## config.mk

```make
export PLATFORM = sky130hd
export DESIGN_NAME = ttt_game_ctrl
export DESIGN_NICKNAME = d
export VERILOG_FILES = /design/src/rtl/ttt_game_ctrl.sv
export SDC_FILE = /design/constraint.sdc
export NUM_CORES = 1
export LEC_CHECK = 0
export ABC_AREA = 1
export BUFFER_PORTS_ARGS = -buffer_cell sky130_fd_sc_hd__buf_2
export CORE_UTILIZATION = 30
export CTS_BUF_LIST = sky130_fd_sc_hd__clkbuf_16
export CTS_CLUSTER_DIAMETER = 80
export DETAILED_ROUTE_END_ITERATION = 12
export SLEW_MARGIN = 40
export SYNTH_ARGS = -nofsm -noshare
export SYNTH_HDL_FRONTEND = slang
export SYNTH_SLANG_ARGS = --single-unit
```

## constraint.sdc

```tcl
create_clock -name clk -period 1.6 [get_ports clk]
set_clock_uncertainty 0.05 [all_clocks]
set_input_delay 0.32 -clock clk [delete_from_list [all_inputs] [get_ports clk]]
set_output_delay 0.32 -clock clk [all_outputs]
set_load 0.05 [all_outputs]
```

## src/rtl/ttt_game_ctrl.sv

```systemverilog
// Tic-tac-toe referee: accepts one-hot moves from two players, judges legality,
// detects wins/draws on the mover's board and forfeits a turn on timeout.
module ttt_game_ctrl #(
  parameter int TIMEOUT_CYC = 255
) (
  input  logic       clk,
  input  logic       rst,
  input  logic       start,
  input  logic       mv_valid,
  input  logic [8:0] mv_pos,
  output logic       mv_ready,
  output logic [8:0] a_pos,
  output logic [8:0] b_pos,
  output logic       turn,
  output logic       game_over,
  output logic [1:0] winner,
  output logic [7:0] win_line,
  output logic       illegal,
  output logic       timeout
);

  localparam int CNT_W = (TIMEOUT_CYC > 0) ? $clog2(TIMEOUT_CYC + 1) : 1;
  localparam logic [CNT_W-1:0] CNT_LAST = CNT_W'((TIMEOUT_CYC > 0) ? TIMEOUT_CYC - 1 : 0);

  typedef enum logic [2:0] {IDLE, WAIT_A, WAIT_B, CHECK, DONE} state_e;

  state_e           state_q, state_d;
  logic [8:0]       a_q, a_d, b_q, b_d;
  logic             turn_q, turn_d;
  logic             over_q, over_d;
  logic [1:0]       winner_q, winner_d;
  logic [7:0]       line_q, line_d;
  logic [CNT_W-1:0] cnt_q, cnt_d;
  logic             illegal_q, illegal_d;
  logic             timeout_q, timeout_d;

  logic       handshake;
  logic       mv_legal;
  logic [7:0] hits;

  // Bit order of the result matches the win_line encoding.
  function automatic logic [7:0] line_hits(input logic [8:0] bd);
    logic [7:0] h;
    h[0] = &bd[8:6];
    h[1] = &bd[5:3];
    h[2] = &bd[2:0];
    h[3] = bd[8] & bd[5] & bd[2];
    h[4] = bd[7] & bd[4] & bd[1];
    h[5] = bd[6] & bd[3] & bd[0];
    h[6] = bd[8] & bd[4] & bd[0];
    h[7] = bd[2] & bd[4] & bd[6];
    return h;
  endfunction

  assign mv_ready  = ((state_q == WAIT_A) || (state_q == WAIT_B)) && !start;
  assign handshake = mv_valid && mv_ready;
  assign mv_legal  = (mv_pos != 9'd0) && ((mv_pos & (mv_pos - 9'd1)) == 9'd0)
                  && ((mv_pos & (a_q | b_q)) == 9'd0);
  // In CHECK, turn_q still names the player who just moved.
  assign hits      = line_hits(turn_q ? b_q : a_q);

  // NOTE: every next-state signal gets a default first, so this block can never infer a latch.
  always_comb begin
    state_d   = state_q;
    a_d       = a_q;
    b_d       = b_q;
    turn_d    = turn_q;
    over_d    = over_q;
    winner_d  = winner_q;
    line_d    = line_q;
    cnt_d     = cnt_q;
    illegal_d = 1'b0;
    timeout_d = 1'b0;

    case (state_q)
      WAIT_A, WAIT_B: begin
        if (handshake) begin
          cnt_d = '0;
          if (mv_legal) begin
            if (turn_q) b_d = b_q | mv_pos;
            else        a_d = a_q | mv_pos;
            state_d = CHECK;
          end else begin
            illegal_d = 1'b1;
          end
        end else if (TIMEOUT_CYC > 0) begin
          if (cnt_q == CNT_LAST) begin
            timeout_d = 1'b1;
            turn_d    = ~turn_q;
            state_d   = (state_q == WAIT_A) ? WAIT_B : WAIT_A;
            cnt_d     = '0;
          end else begin
            cnt_d = cnt_q + CNT_W'(1);
          end
        end
      end
      CHECK: begin
        // Win is judged before fullness so a ninth-move win is not a draw.
        if (|hits) begin
          line_d   = hits;
          winner_d = turn_q ? 2'b10 : 2'b01;
          over_d   = 1'b1;
          state_d  = DONE;
        end else if ((a_q | b_q) == 9'h1FF) begin
          line_d   = 8'h00;
          winner_d = 2'b11;
          over_d   = 1'b1;
          state_d  = DONE;
        end else begin
          turn_d  = ~turn_q;
          state_d = turn_q ? WAIT_A : WAIT_B;
          cnt_d   = '0;
        end
      end
      default: ;
    endcase

    if (start) begin
      state_d   = WAIT_A;
      a_d       = 9'd0;
      b_d       = 9'd0;
      turn_d    = 1'b0;
      over_d    = 1'b0;
      winner_d  = 2'b00;
      line_d    = 8'h00;
      cnt_d     = '0;
      illegal_d = 1'b0;
      timeout_d = 1'b0;
    end
  end

  // NOTE: rst is sampled inside the clocked block (synchronous); all state uses non-blocking assignment.
  always_ff @(posedge clk) begin
    if (rst) begin
      state_q   <= IDLE;
      a_q       <= 9'd0;
      b_q       <= 9'd0;
      turn_q    <= 1'b0;
      over_q    <= 1'b0;
      winner_q  <= 2'b00;
      line_q    <= 8'h00;
      cnt_q     <= '0;
      illegal_q <= 1'b0;
      timeout_q <= 1'b0;
    end else begin
      state_q   <= state_d;
      a_q       <= a_d;
      b_q       <= b_d;
      turn_q    <= turn_d;
      over_q    <= over_d;
      winner_q  <= winner_d;
      line_q    <= line_d;
      cnt_q     <= cnt_d;
      illegal_q <= illegal_d;
      timeout_q <= timeout_d;
    end
  end

  assign a_pos     = a_q;
  assign b_pos     = b_q;
  assign turn      = turn_q;
  assign game_over = over_q;
  assign winner    = winner_q;
  assign win_line  = line_q;
  assign illegal   = illegal_q;
  assign timeout   = timeout_q;

endmodule
```

; ---- After elaboration in Yosys (flattened, before gate mapping)
; Index checks and enable logic that the tools add are counted.
[totals]
reg_bits = 43
in_bits = 13
output_inout_bits = 33
[classes]
add_sub_neg = 2
eq_ne = 13
n_mux = 29
bitwise = 18
n_reduce_logical = 27
[op_table]
columns = cell, count
row1 = 8-bit two-way mux, 6
row2 = 9-bit OR, 3
row3 = 9-bit AND, 2
row4 = 9-bit logical NOT, 2
row5 = 3-bit AND reduction, 6
row6 = 8-bit one-hot mux with 2 select lines, 1
row7 = 3-bit two-way mux, 5
row8 = 1-bit AND, 10
row9 = 2-bit two-way mux, 5
row10 = "9-bit equality test, second input constant", 1
row11 = 1-bit two-way mux, 9
row12 = 9-bit two-way mux, 1
row13 = 9-bit nonzero test, 1
row14 = "9-bit by 1-bit subtractor with 9-bit output, second input constant", 1
row15 = "8-bit by 1-bit adder with 8-bit output, second input constant", 1
row16 = "8-bit equality test, second input constant", 1
row17 = "2-bit inequality test, second input constant", 4
row18 = "4-bit inequality test, second input constant", 2
row19 = 4-bit AND reduction, 2
row20 = 4-bit OR reduction, 2
row21 = 8-bit OR reduction, 1
row22 = "3-bit by 2-bit equality test with 1-bit output, second input constant", 2
row23 = "3-bit inequality test, second input constant", 2
row24 = 3-bit one-hot mux with 2 select lines, 1
row25 = other kinds (11), 18

; ---- Depth between registers and ports, before layout
; Gate-level depths: netlist of run 1.
[depth]
ltp_word = 9
ltp_mapped = 15
ltp_nobuf = 13

; ---- Least setup slack after synthesis of run 1
; Ideal clock, no wire load.
[synth_timing]
kind = register -> register
startpoint = register turn_q (netlist: turn)
endpoint = register cnt_q[1]
setup_time_ns = 0.070
arrival_ns = 1.985
required_ns = 1.480
slack_ns = -0.505
path_stages_with_launch = 15
n_path_buf = 2
synth_period_minus_slack_ns = 2.105
path_cell_list = dfxtp_1 > buf_4 > inv_4 > nand2_2 > nand2_2 > nand3_1 > nand2_1 > nor2_2 > nand2_2 > nand2_2 > nand2_4 > nor2_4 > buf_6 > nand3b_1 > a21oi_1
[synth_via]
elab_chain_cells = 6
elab_cells_between_ends = 17
classes_between = eq/ne (1) / mux (1) / bitwise (10) / reduce/logical (5)
[synth_rtl]
columns = element, line_no
row1 = start: declaration, 29  ; logic turn_q, turn_d;
row2 = start signal: assignment, 149  ; turn_q <= turn_d;
row3 = 9-bit two-way mux (*), 60  ; assign hits = line_hits(turn_q ? b_q : a_q);
row4 = 1-bit AND (on tied branches) (2 in series), --
row5 = 8-bit OR reduction (*), 99  ; if (|hits) begin
row6 = 2-bit inequality test (no source line) (*), --
row7 = 3-bit AND reduction (no source line) (*), --
row8 = end signal: assignment, 153  ; cnt_q <= cnt_d;
row9 = end: declaration, 33  ; logic [CNT_W-1:0] cnt_q, cnt_d;
; Every way passes the cells marked *; elsewhere a longest branch is shown, timed or not.
; A chain may end at the register's enable or synchronous reset.

; ---- Final worst setup path of run 1
[layout_timing]
startpoint = register turn_q (netlist: turn)
endpoint = register cnt_q[0]
; The elaborated chain is that of the path after synthesis.

==> reports/metrics.csv, run 1 <==
stage;metric;value;unit
worst_setup_path;crit_family;simple AND/OR/NAND/NOR gates;
power_and_ir_drop;switchingPower;0.646;mW
placement;gp_congestion;0.843;
floorplanning;dieArea;0.00783;mm²
power_and_ir_drop;power_density;624;mW/mm²
global_route;grtUsageTotal;19.2;%
global_route;first_global_vias;2532;
power_and_ir_drop;p_int;1.79;mW
logic_synthesis;yosys.area_share.adder;1.12;%
logic_synthesis;synth_nets;350;
floorplanning;rows;31;
worst_setup_path;cp.buffers_inverters;2;
worst_setup_path;required;1.76;ns
logic_synthesis;synth_seq_cells;43;
worst_setup_path;slowest_stage;dfxtp_4;
logic_synthesis;avgSynthCellArea;6.70;µm²
power_and_ir_drop;switching_share;26.5;%
worst_setup_path;cp_num_cells;13;
worst_setup_path;r2r_end;cnt_q[0];
worst_setup_path;reg2regPathDepth;13;
sta;setup_tns;-7.28;ns
sta;clock.fmax;526;MHz
worst_setup_path;crit_top_cell;nand2_4;
layout;final_cell_mix;76 x buf_4, 57 x nand2_1, 43 x buf_2;
power_and_ir_drop;clkPwrFrac;40.5;%
placement;dp_cells;540;
floorplanning;die_h;88.5;µm
logic_synthesis;synth_top_family_by_area;simple AND/OR/NAND/NOR gates;
sta;hold_violations;0;
sta;setup_viol;41;
routing;route.met2.wl;3870;µm
global_route;grt_max_degree;29;
worst_setup_path;start_kind;flip-flop;
layout;final_util;53.9;%
sta;slew_headroom;78.1;%
worst_setup_path;worstSetupPathType;reg2reg;
routing;via_count;2731;
logic_synthesis;synthXorXnorAreaFrac;0.781;%
logic_synthesis;synth_simple_gate_area_share;37.4;%
routing;dr_wl_met3;323;µm
global_route;grt_pass1_wl;11600;µm
worst_setup_path;cpPeakStageDelay;0.37;ns
layout;area_growth;74.2;%
logic_synthesis;synth_compound_area_share;15.2;%
clocking;numCtsBuffers;5;
worst_setup_path;path_cells;buf_6 -> nand2_2 -> nand2_4 -> nand3_4 -> nand2_4 -> nor2_4 -> nand2_2 -> nand2_4 -> nand2_4 -> nor2_4 -> buf_6 -> nand3_1 -> a21oi_1;
sta;setup_ws;-0.299;ns
placement;dp_hpwl;4940;µm
clocking;clk_path_buf_depth;2;
outcome;violations;setup timing;
clocking;clkLatencyLatePin;0.29;ns
logic_synthesis;synth_seq_area_share;38.4;%
layout;drive_gt1_share;54.6;%
sta;rsz0062_at_grt;yes;
routing;drc;0;
power_and_ir_drop;p_seq_share;44.2;%
power_and_ir_drop;peakVddDrop;0.388;mV
worst_setup_path;r2r-start;turn;
worst_setup_path;worstPathArrival;2.06;ns
clocking;htree_levels;2;
clocking;cts.sinks;43;
routing;ant_nets;0;
routing;dr.pass1.iters;4;
routing;m1WireLength;3320;µm
outcome;outcome;complete, but fails checks;
power_and_ir_drop;leakage;1.72;nW
flow_run;max-cap-violations;0;
routing;wl;7630;µm
clocking;tritoncts;done;
sta;worst-slew-pin-transition;0.329;ns
logic_synthesis;synthCells;335;
sta;slew_viol_final;0;
floorplanning;fp.dieW;88.5;µm
worst_setup_path;crit_start;turn;
layout;final_cells;570;
worst_setup_path;reg2reg_slack;-0.30;ns
placement;placed_area;0.00319;mm²
routing;top_layer_used;met4;
global_route;overflow;0;
logic_synthesis;synth_cell_types;31;
layout;layout_commonest_cell;buf_4;
routing;vias_per_cell;4.79;
floorplanning;start_util;30.9;%
power_and_ir_drop;combPwrFrac;15.3;%
layout;nets;485;
floorplanning;io_pins;46;
logic_synthesis;ys_warn_count;0;
sta;post-route-min-period;1.90;ns
logic_synthesis;synth_area;0.00224;mm²
hold_path;holdPathStages;2;
placement;port_buffers;45;
routing;wl_per_cell;13.4;µm
placement;dp_slack;-0.397;ns
global_route;antenna_found_initial;0;
layout;design_area;0.00391;mm²
layout;n_fill_cell;696;
worst_setup_path;cp_max_fo;9;
hold_path;hold_class;in2reg;
floorplanning;core;0.00725;mm²
worst_setup_path;cp-endpoint;cnt_q[0];
routing;drtIter0Drc;108;
clocking;path_clk_slew;0.06;ns
sta;fin_crit_sh;119;%
clocking;clockRootBuffer;clkbuf_16;
power_and_ir_drop;report.power.total;2.44;mW
layout;num_antenna_cells;0;
worst_setup_path;crit_path_end_kind;flip-flop;
logic_synthesis;synthMuxAreaShare;0;%
sta;timing.hold.ws;0.193;ns
-- cell type report --
class | count | area (µm²) | area share, %
clock inverters | 3 | 15.0 | 0.384
clock buffers | 5 | 125 | 3.20
repair buffers | 133 | 982 | 25.1
inverters | 30 | 128 | 3.27
multi-input cells | 257 | 1630 | 41.6
flip-flops and latches | 43 | 908 | 23.2
well taps | 99 | 124 | 3.17
-- logic make-up (layout without fill, tap and decap cells) --
kind of cell	count (synthesis)	in the layout
compound gates	65	65
simple gates	186	188
buf+inv	37	171
xor+xnor	2	2
fa+ha+maj	2	2
flops	43	43
-- Yosys cell counts --
cell        n  area [µm²]
clkinv_1    1        3.75
o21ai_1     3        15.0
xor2_1      2        17.5
or2_2       6        37.5
nand2_2     8        50.1
nor3_1     10        50.1
inv_1      27         101
nor2_4      2        22.5
nor2_2      4        25.0
o21ai_0    17        85.1
nand3_1    25         125
nor4_1      2        12.5
inv_4       1        6.26
nor2_1     44         165
a21o_1      1        7.51
nand3b_1    2        15.0
nand4_1     4        25.0
o21bai_1    1        7.51
buf_6       1        11.3
a31oi_1     2        12.5
nand2_1    77         289
buf_4       3        22.5
o21ai_2     1        8.76
dfxtp_1    43         861
a21oi_1    39         195
ha_1        2        25.0
clkinv_2    1        5.00
nand2_4     1        11.3
o2111ai_1   1        8.76
nand3_2     1        10.0
clkbuf_1    3        11.3
-- how the worst min path moves through the flow --
stage,startpoint,endpoint,slack [ns]
CTS,mv_valid,timeout,0.19
global route,mv_valid,timeout,0.20
floorplan,mv_valid,timeout,0.35
detailed placement,win_line[6],win_line[6],0.40
finish,mv_valid,timeout,0.19
global placement,win_line[6],win_line[6],0.40
-- power by group through the flow --
stage	clock, mW	combinational [mW]	sequential (mW)
2_1_floorplan	0	0.173	1.11
3_5_place_dp	0	0.304	1.11
3_3_place_gp	0	0.301	1.11
6_report	0.986	0.374	1.08
4_1_cts	1.01	0.359	1.08
5_1_grt	1.05	0.404	1.08
-- layer usage --
metal  global-route usage (%)  up-vias
met4                     6.89        0
li1                         -     1379
met5                        0        -
met2                     33.1       67
met3                     3.54       11
met1                     24.0     1274
-- registers in the layout, indices dropped and copies added (netlist names) --
name,cells
a_pos,9
b_pos,9
cnt_q,8
game_over,1
illegal,1
state_q,3
timeout,1
turn,1
win_line,8
winner,2
-- what timing repair did --
item,4_1_cts,5_1_grt
gates cloned,2,1
endpoints found under the setup margin,43,43
gates resized for setup,51,51
setup buffers,13,10
hold buffers,0,0
pin swaps,22,34
No activity file was read; power rests on OpenSTA's default activity.
==> run 2, diff against run 1 <==
--- a/config.mk
+++ b/config.mk
@@ -5,7 +5,6 @@
 export SDC_FILE = /design/constraint.sdc
 export NUM_CORES = 1
 export LEC_CHECK = 0
-export ABC_AREA = 1
 export BUFFER_PORTS_ARGS = -buffer_cell sky130_fd_sc_hd__buf_2
 export CORE_UTILIZATION = 30
 export CTS_BUF_LIST = sky130_fd_sc_hd__clkbuf_16
==> run 2 against run 1 <==
  * The run still ends with setup timing left
  * Sequential share of layout area decreased by 0.10 points
  * Synthesized cell count decreased by 28%
  * Sequential power about the same
  * Wire length decreased by 1.7%
  * Final cell count decreased by 14%
  * Critical endpoint is now state_q[0]
  * Largest power group is now clock
==> reports/metrics.csv, run 2 <==
stage;metric;value;unit;change
logic_synthesis;netlist.area_leader.share;40.2;%;+1.8 points
layout;layout_commonest_cell;buf_4;;
logic_synthesis;synth_cell_types;58;;+87%
worst_setup_path;start_kind;flip-flop;;
clocking;cts_hold_buffers;0;;unchanged
sta;slew_headroom;72.2;%;-5.9 points
logic_synthesis;synth_area_leaders;dfxtp_1 40%, a22o_1 6.9%, nor2_1 4.2%;;
hold_path;holdPathStages;3;;+1
routing;vias_per_cell;5.10;;+6.5%
routing;wl;7500;µm;-1.7%
sta;hold_violations;0;;unchanged
sta;setup_viol;42;;+2.4%
logic_synthesis;ys_warn_count;0;;unchanged
logic_synthesis;synth_simple_gate_area_share;23.6;%;-14 points
hold_path;hold-path-endpoint;state_q[0];;
power_and_ir_drop;leakage;1.62;nW;-6.2%
logic_synthesis;yosys.area_share.adder;1.63;%;+0.52 points
worst_setup_path;cp_max_fo;8;;-1
logic_synthesis;avgSynthCellArea;8.86;µm²;+32%
logic_synthesis;synthMuxAreaShare;3.33;%;+3.3 points
clocking;clk_path_buf_depth;2;;unchanged
worst_setup_path;r2r-start;turn;;
logic_synthesis;synth_seq_cells;43;;unchanged
floorplanning;core;0.00683;mm²;-5.8%
power_and_ir_drop;power_density;626;mW/mm²;+0.29%
layout;final_util;57.2;%;+3.3 points
worst_setup_path;worstSetupPathType;reg2reg;;
placement;dp_cells;453;;-16%
floorplanning;io_pins;46;;unchanged
layout;nets;407;;-16%
layout;drive_gt1_share;63.1;%;+8.5 points
logic_synthesis;synth_compound_area_share;25.7;%;+11 points
sta;clock.fmax;455;MHz;-14%
clocking;cts.sinks;43;;unchanged
layout;n_fill_cell;602;;-14%
layout;multi_input_area;0.00159;mm²;-2.3%
sta;setup_tns;-18.46;ns;-11.18 ns
layout;seqCellArea;905;µm²;-0.41%
hold_path;hold_class;in2reg;;
floorplanning;start_util;31.4;%;+0.44 points
placement;gp_congestion;0.837;;-0.64%
global_route;grtUsageTotal;19.0;%;-0.18 points
worst_setup_path;required;1.71;ns;-0.05 ns
floorplanning;die_h;86.5;µm;-2.2%
sta;setup_ws;-0.596;ns;-0.297 ns
logic_synthesis;post-synth-top-count-cell;dfxtp_1;;
sta;post-route-min-period;2.20;ns;+0.297 ns
logic_synthesis;netlist_top_cells_count;43 x dfxtp_1, 24 x nor2_1, 19 x nand2_1, 17 x a22o_1, 16 x o21ai_0;;
placement;dp_hpwl;4770;µm;-3.3%
logic_synthesis;ys_async_sr_fraction;0;%;unchanged
logic_synthesis;synth_top_family_by_area;compound AO/OA/AOI/OAI gates;;
global_route;antenna_found_initial;0;;unchanged
placement;port_buffers;45;;unchanged
sta;rsz0062_at_grt;yes;;
routing;via_count;2495;;-8.6%
global_route;first_global_vias;2420;;-4.4%
clocking;numCtsBuffers;5;;unchanged
hold_path;min_from;rst;;
worst_setup_path;reg2reg_slack;-0.60;ns;-0.30 ns
outcome;violations;setup timing;;
clocking;clockRootBuffer;clkbuf_16;;
layout;final_cells;489;;-14%
routing;wl_per_cell;15.3;µm;+15%
power_and_ir_drop;report.power.total;2.45;mW;+0.32%
layout;num_antenna_cells;0;;unchanged
floorplanning;dieArea;0.00749;mm²;-4.4%
routing;ant_nets;0;;unchanged
power_and_ir_drop;peakVddDrop;0.378;mV;-2.6%
logic_synthesis;synth_edf_count;0;;unchanged
clocking;clkLatencyLatePin;0.28;ns;about the same
logic_synthesis;synthXorXnorAreaFrac;1.63;%;+0.85 points
sta;slew_viol_final;0;;unchanged
routing;drc;0;;unchanged
sta;worst-slew-pin-transition;0.417;ns;+0.0877 ns
clocking;path_clk_slew;0.06;ns;about the same
logic_synthesis;synthCells;242;;-28%
placement;placed_area;0.00313;mm²;-2.0%
worst_setup_path;reg2regPathDepth;10;;-3
layout;area_growth;82.4;%;
flow_run;max-cap-violations;0;;unchanged
layout;final_cell_mix;92 x buf_4, 41 x buf_2, 22 x dfxtp_1;;
outcome;outcome;complete, but fails checks;;
floorplanning;fp.dieW;86.5;µm;-2.2%
global_route;overflow;0;;unchanged
worst_setup_path;r2r_end;state_q[0];;
worst_setup_path;worstPathArrival;2.31;ns;+0.25 ns
logic_synthesis;synth_nets;257;;-27%
logic_synthesis;synth_area;0.00214;mm²;-4.5%
floorplanning;rows;30;;-3.2%
global_route;grt_max_degree;24;;-17%
sta;fin_crit_sh;137;%;+19 points
logic_synthesis;synth_seq_area_share;40.2;%;+1.8 points
clocking;htree_levels;2;;unchanged
logic_synthesis;synthFlopType;dfxtp_1;;
routing;drtIter0Drc;117;;+8.3%
worst_setup_path;crit_path_end_kind;flip-flop;;
layout;design_area;0.00391;mm²;about the same
routing;dr.pass1.iters;4;;unchanged
clocking;tritoncts;done;;
logic_synthesis;synth_top_cell_by_area;dfxtp_1;;
global_route;grt_pass1_wl;11300;µm;-2.4%
==> run 2: cell types whose count changed after synthesis, moves of 5 or more <==
cell and delta:
nand2_1 -58, o22ai_1 +5, a21oi_1 -27, inv_1 -24, o31ai_1 +6, nand2_2 -8, nor2_1 -20, nand3_1 -17
mux2i_1 +6, or2_2 -5, nor3_1 -5, a22o_1 +17
==> run 2: worst max path at each step <==
stage | start | end | slack [ns] | cells past startpoint
floorplan | mv_pos[5] | state_q[0] | -0.60 | 7
global placement | mv_pos[2] | a_pos[1] | -0.80 | 9
detailed placement | mv_pos[5] | a_pos[4] | -0.86 | 9
CTS | mv_pos[5] | a_pos[1] | -0.55 | 11
global route | turn | cnt_q[7] | -0.68 | 9
finish | turn | state_q[0] | -0.60 | 10
==> run 2: final cells by class <==
class                           count  share of cell area, %
Clock inverter                      3                   1.12
Timing Repair Buffer              152                   28.4
Inverter                            4                  0.448
Sequential cell                    43                   23.1
Tap cell                           96                   3.07
Multi-Input combinational cell    186                   40.6
Clock buffer                        5                   3.20
==> run 2: per-layer routing <==
metal / global-route usage, % / up-vias / wire length (µm)
met5: 0 / - / 0
met4: 5.15 / 0 / 43
met1: 24.3 / 1203 / 3280
li1: - / 1217 / -
met2: 32.8 / 71 / 3830
met3: 3.71 / 4 / 346
==> run 2: stage by stage <==
step	setup slack (ns)	hold WS [ns]
final	-0.596	0.277
after global routing	-0.680	0.284
after CTS	-0.551	0.279
after detailed placement	-0.862	0.404
after global placement	-0.796	0.396
after floorplan	-0.604	0.391
==> run 2: cell families (layout without fill, tap and decap cells) <==
kind of cell               Yosys count  in the layout
AOI/OAI and AO/OA                   76             77
xor gates and xnor gates             4              4
adders and majority gates            3              3
buffers and inverters               15            164
DFF                                 43             43
muxes                                7              7
and+or+nand+nor                     94             95
==> run 2: critical path: stages, from the launching register on <==
cell      delay [ns]
dfxtp_4         0.37
buf_6           0.14
nand2b_4        0.15
a21bo_4         0.22
a21o_1          0.18
and3_4          0.21
buf_4           0.13
buf_6           0.11
nand2_2         0.06
nor2_1          0.06
o41a_1          0.39
==> run 2: power breakdown <==
group	internal, mW	leakage [nW]	switching [mW]
clock	0.736	0.0838	0.434
combinational	0.100	1.17	0.108
sequential	1.06	0.359	0.00393
==> run 2: timing repair <==
item                                    in CTS  in global routing
endpoints found under the setup margin      43                 43
gates cloned                                 2                  1
buffers inserted                            21                 10
resized for setup                           47                 50
pin swaps                                   28                 30
==> run 3, diff against run 2 <==
--- a/config.mk
+++ b/config.mk
@@ -5,7 +5,7 @@
 export SDC_FILE = /design/constraint.sdc
 export NUM_CORES = 1
 export LEC_CHECK = 0
-export BUFFER_PORTS_ARGS = -buffer_cell sky130_fd_sc_hd__buf_2
+export BUFFER_PORTS_ARGS = -buffer_cell sky130_fd_sc_hd__clkbuf_2
 export CORE_UTILIZATION = 30
 export CTS_BUF_LIST = sky130_fd_sc_hd__clkbuf_16
 export CTS_CLUSTER_DIAMETER = 80
==> run 3 against run 2 <==
  * The flow still finishes with violations (setup timing)
  * Count of clock-buffer cells in the layout unchanged
  * Flip-flop and latch count unchanged
  * Critical path type unchanged
  * Setup slack better by 0.067 ns
  * Highest routed layer unchanged
  * Die area unchanged
  * Wire length down 5.7%
  * Combinational power down 6%
  * First-iteration DRC count down 34%
  * Via count down 3.8%
  * Power up 0.15%
==> reports/metrics.csv, run 3 (same netlist as run 2, synthesis figures left out) <==
stage;metric;value;unit;change
sta;slew_headroom;70.6;%;-1.5 points
layout;design_area;0.00371;mm²;-5.0%
clocking;htree_levels;2;;unchanged
power_and_ir_drop;power_density;659;mW/mm²;+5.4%
sta;slew_viol_final;0;;unchanged
layout;layout_commonest_cell;buf_4;;
clocking;numCtsBuffers;5;;unchanged
sta;hold_violations;0;;unchanged
routing;dr.pass1.iters;4;;unchanged
global_route;grt_pass1_wl;11100;µm;-1.9%
worst_setup_path;slowest_stage;or4_1;;
clocking;clk_path_buf_depth;2;;unchanged
power_and_ir_drop;peakVddDrop;0.485;mV;+28%
clocking;clkLatencyLatePin;0.29;ns;about the same
clocking;path_clk_slew;0.06;ns;about the same
clocking;cts_hold_buffers;0;;unchanged
routing;drtIter0Drc;77;;-34%
outcome;outcome;complete, but fails checks;;
sta;setup_tns;-18.16;ns;+0.305 ns
routing;m1WireLength;3100;µm;-5.5%
floorplanning;io_pins;46;;unchanged
hold_path;hold_class;in2reg;;
flow_run;max-cap-violations;0;;unchanged
sta;post-route-min-period;2.13;ns;-0.0671 ns
worst_setup_path;path_cells;mux2_4 -> a21bo_4 -> a21o_1 -> and3_4 -> a21oi_2 -> or4_1 -> a21oi_1;;
routing;vias_per_cell;5.05;;-0.93%
routing;route.met2.wl;3560;µm;-7.2%
worst_setup_path;start_kind;flip-flop;;
global_route;grt_max_degree;24;;unchanged
placement;port_buffers;45;;unchanged
power_and_ir_drop;report.power.total;2.45;mW;+0.15%
layout;multi_input_area;0.00149;mm²;-6.0%
outcome;violations;setup timing;;
routing;top_layer_used;met4;;
worst_setup_path;crit_path_end_kind;flip-flop;;
placement;placed_area;0.00313;mm²;unchanged
sta;timing.hold.ws;0.283;ns;+0.00576 ns
placement;dp_slack;-0.948;ns;-0.0861 ns
floorplanning;die_h;86.5;µm;unchanged
layout;num_antenna_cells;0;;unchanged
worst_setup_path;crit_family;simple AND/OR/NAND/NOR gates;;
placement;dp_cells;453;;unchanged
routing;ant_nets;0;;unchanged
sta;setup_viol;43;;+2.4%
routing;drc;0;;unchanged
routing;wl_per_cell;14.9;µm;-2.9%
layout;nets;393;;-3.4%
routing;dr_wl_met3;343;µm;-0.87%
placement;gp_congestion;0.845;;+0.97%
placement;dp_hpwl;4840;µm;+1.5%
worst_setup_path;cp_max_fo;5;;-3
routing;wl;7080;µm;-5.7%
worst_setup_path;reg2reg_slack;-0.53;ns;+0.07 ns
global_route;antenna_found_initial;0;;unchanged
layout;seqCellArea;897;µm²;-0.83%
floorplanning;dieArea;0.00749;mm²;unchanged
floorplanning;start_util;31.4;%;unchanged
layout;final_cells;475;;-2.9%
layout;n_fill_cell;600;;-0.33%
layout;final_util;54.4;%;-2.8 points
clocking;tritoncts;done;;
worst_setup_path;cp.buffers_inverters;0;;-3
worst_setup_path;cpPeakStageDelay;0.52;ns;+0.13 ns
worst_setup_path;worstSetupPathType;reg2reg;;
global_route;overflow;0;;unchanged
sta;clock.fmax;470;MHz;+3.2%
sta;setup_ws;-0.529;ns;+0.0671 ns
sta;worst-slew-pin-transition;0.436;ns;+0.0197 ns
power_and_ir_drop;leakage;1.50;nW;-7.4%
sta;rsz0062_at_grt;yes;;
layout;area_growth;73.3;%;
layout;final_cell_mix;82 x buf_4, 42 x clkbuf_2, 22 x dfxtp_1;;
worst_setup_path;worstPathArrival;2.30;ns;about the same
floorplanning;rows;30;;unchanged
clocking;cts.sinks;43;;unchanged
sta;fin_crit_sh;133;%;-4.2 points
floorplanning;core;0.00683;mm²;unchanged
clocking;clockRootBuffer;clkbuf_16;;
layout;drive_gt1_share;57.8;%;-5.3 points
worst_setup_path;required;1.77;ns;+0.06 ns
routing;via_count;2401;;-3.8%
global_route;grtUsageTotal;18.8;%;-0.25 points
floorplanning;fp.dieW;86.5;µm;unchanged
global_route;first_global_vias;2293;;-5.2%
==> run 3: changes by cell type in the layout (fill, tap and decap cells not counted), sizes merged <==
cell,previous run,this run
and3,3,2
buf,152,96
clkbuf,5,48
==> run 3: path summary, 6_finish.rpt <==
path          startpoint          end  cells past startpoint
max reg2reg         turn     cnt_q[4]                      7
min reg2reg  win_line[6]  win_line[6]                      2
max                 turn     cnt_q[4]                      7
min                  rst   state_q[0]                      3
==> run 3: worst reg2reg max path, stage by stage (launching register included) <==
cell     delay [ns]
dfxtp_4        0.38
mux2_4         0.32
a21bo_4        0.20
a21o_1         0.13
and3_4         0.22
a21oi_2        0.11
or4_1          0.52
a21oi_1        0.15
==> run 3: power breakdown <==
group	leakage [nW]	switching [mW]	internal, mW
clock	0.0838	0.444	0.737
combinational	1.05	0.101	0.0945
sequential	0.358	0.00393	1.07
total	1.50	0.549	1.90
==> run 3: layout make-up <==
type                            instances  share of cell area, %
Inverter                                4                  0.472
Multi-Input combinational cell        185                   40.2
Tap cell                               96                   3.23
Timing Repair Buffer                  139                   27.4
Sequential cell                        43                   24.1
Clock buffer                            5                   3.37
Clock inverter                          3                   1.18
==> run 3: repair_timing <==
item / in CTS / in global routing
setup buffers: 7 / 8
setup endpoints to repair: 43 / 43
pin swaps: 11 / 25
gates resized for setup: 24 / 43
cloned: 1 / 0
==> run 3: per-layer routing <==
metal  vias to the layer above  GRT usage [%]
met5                         -              0
met4                         0           5.15
met3                        10           3.24
met2                        64           31.9
met1                      1138           24.6
li1                       1189              -
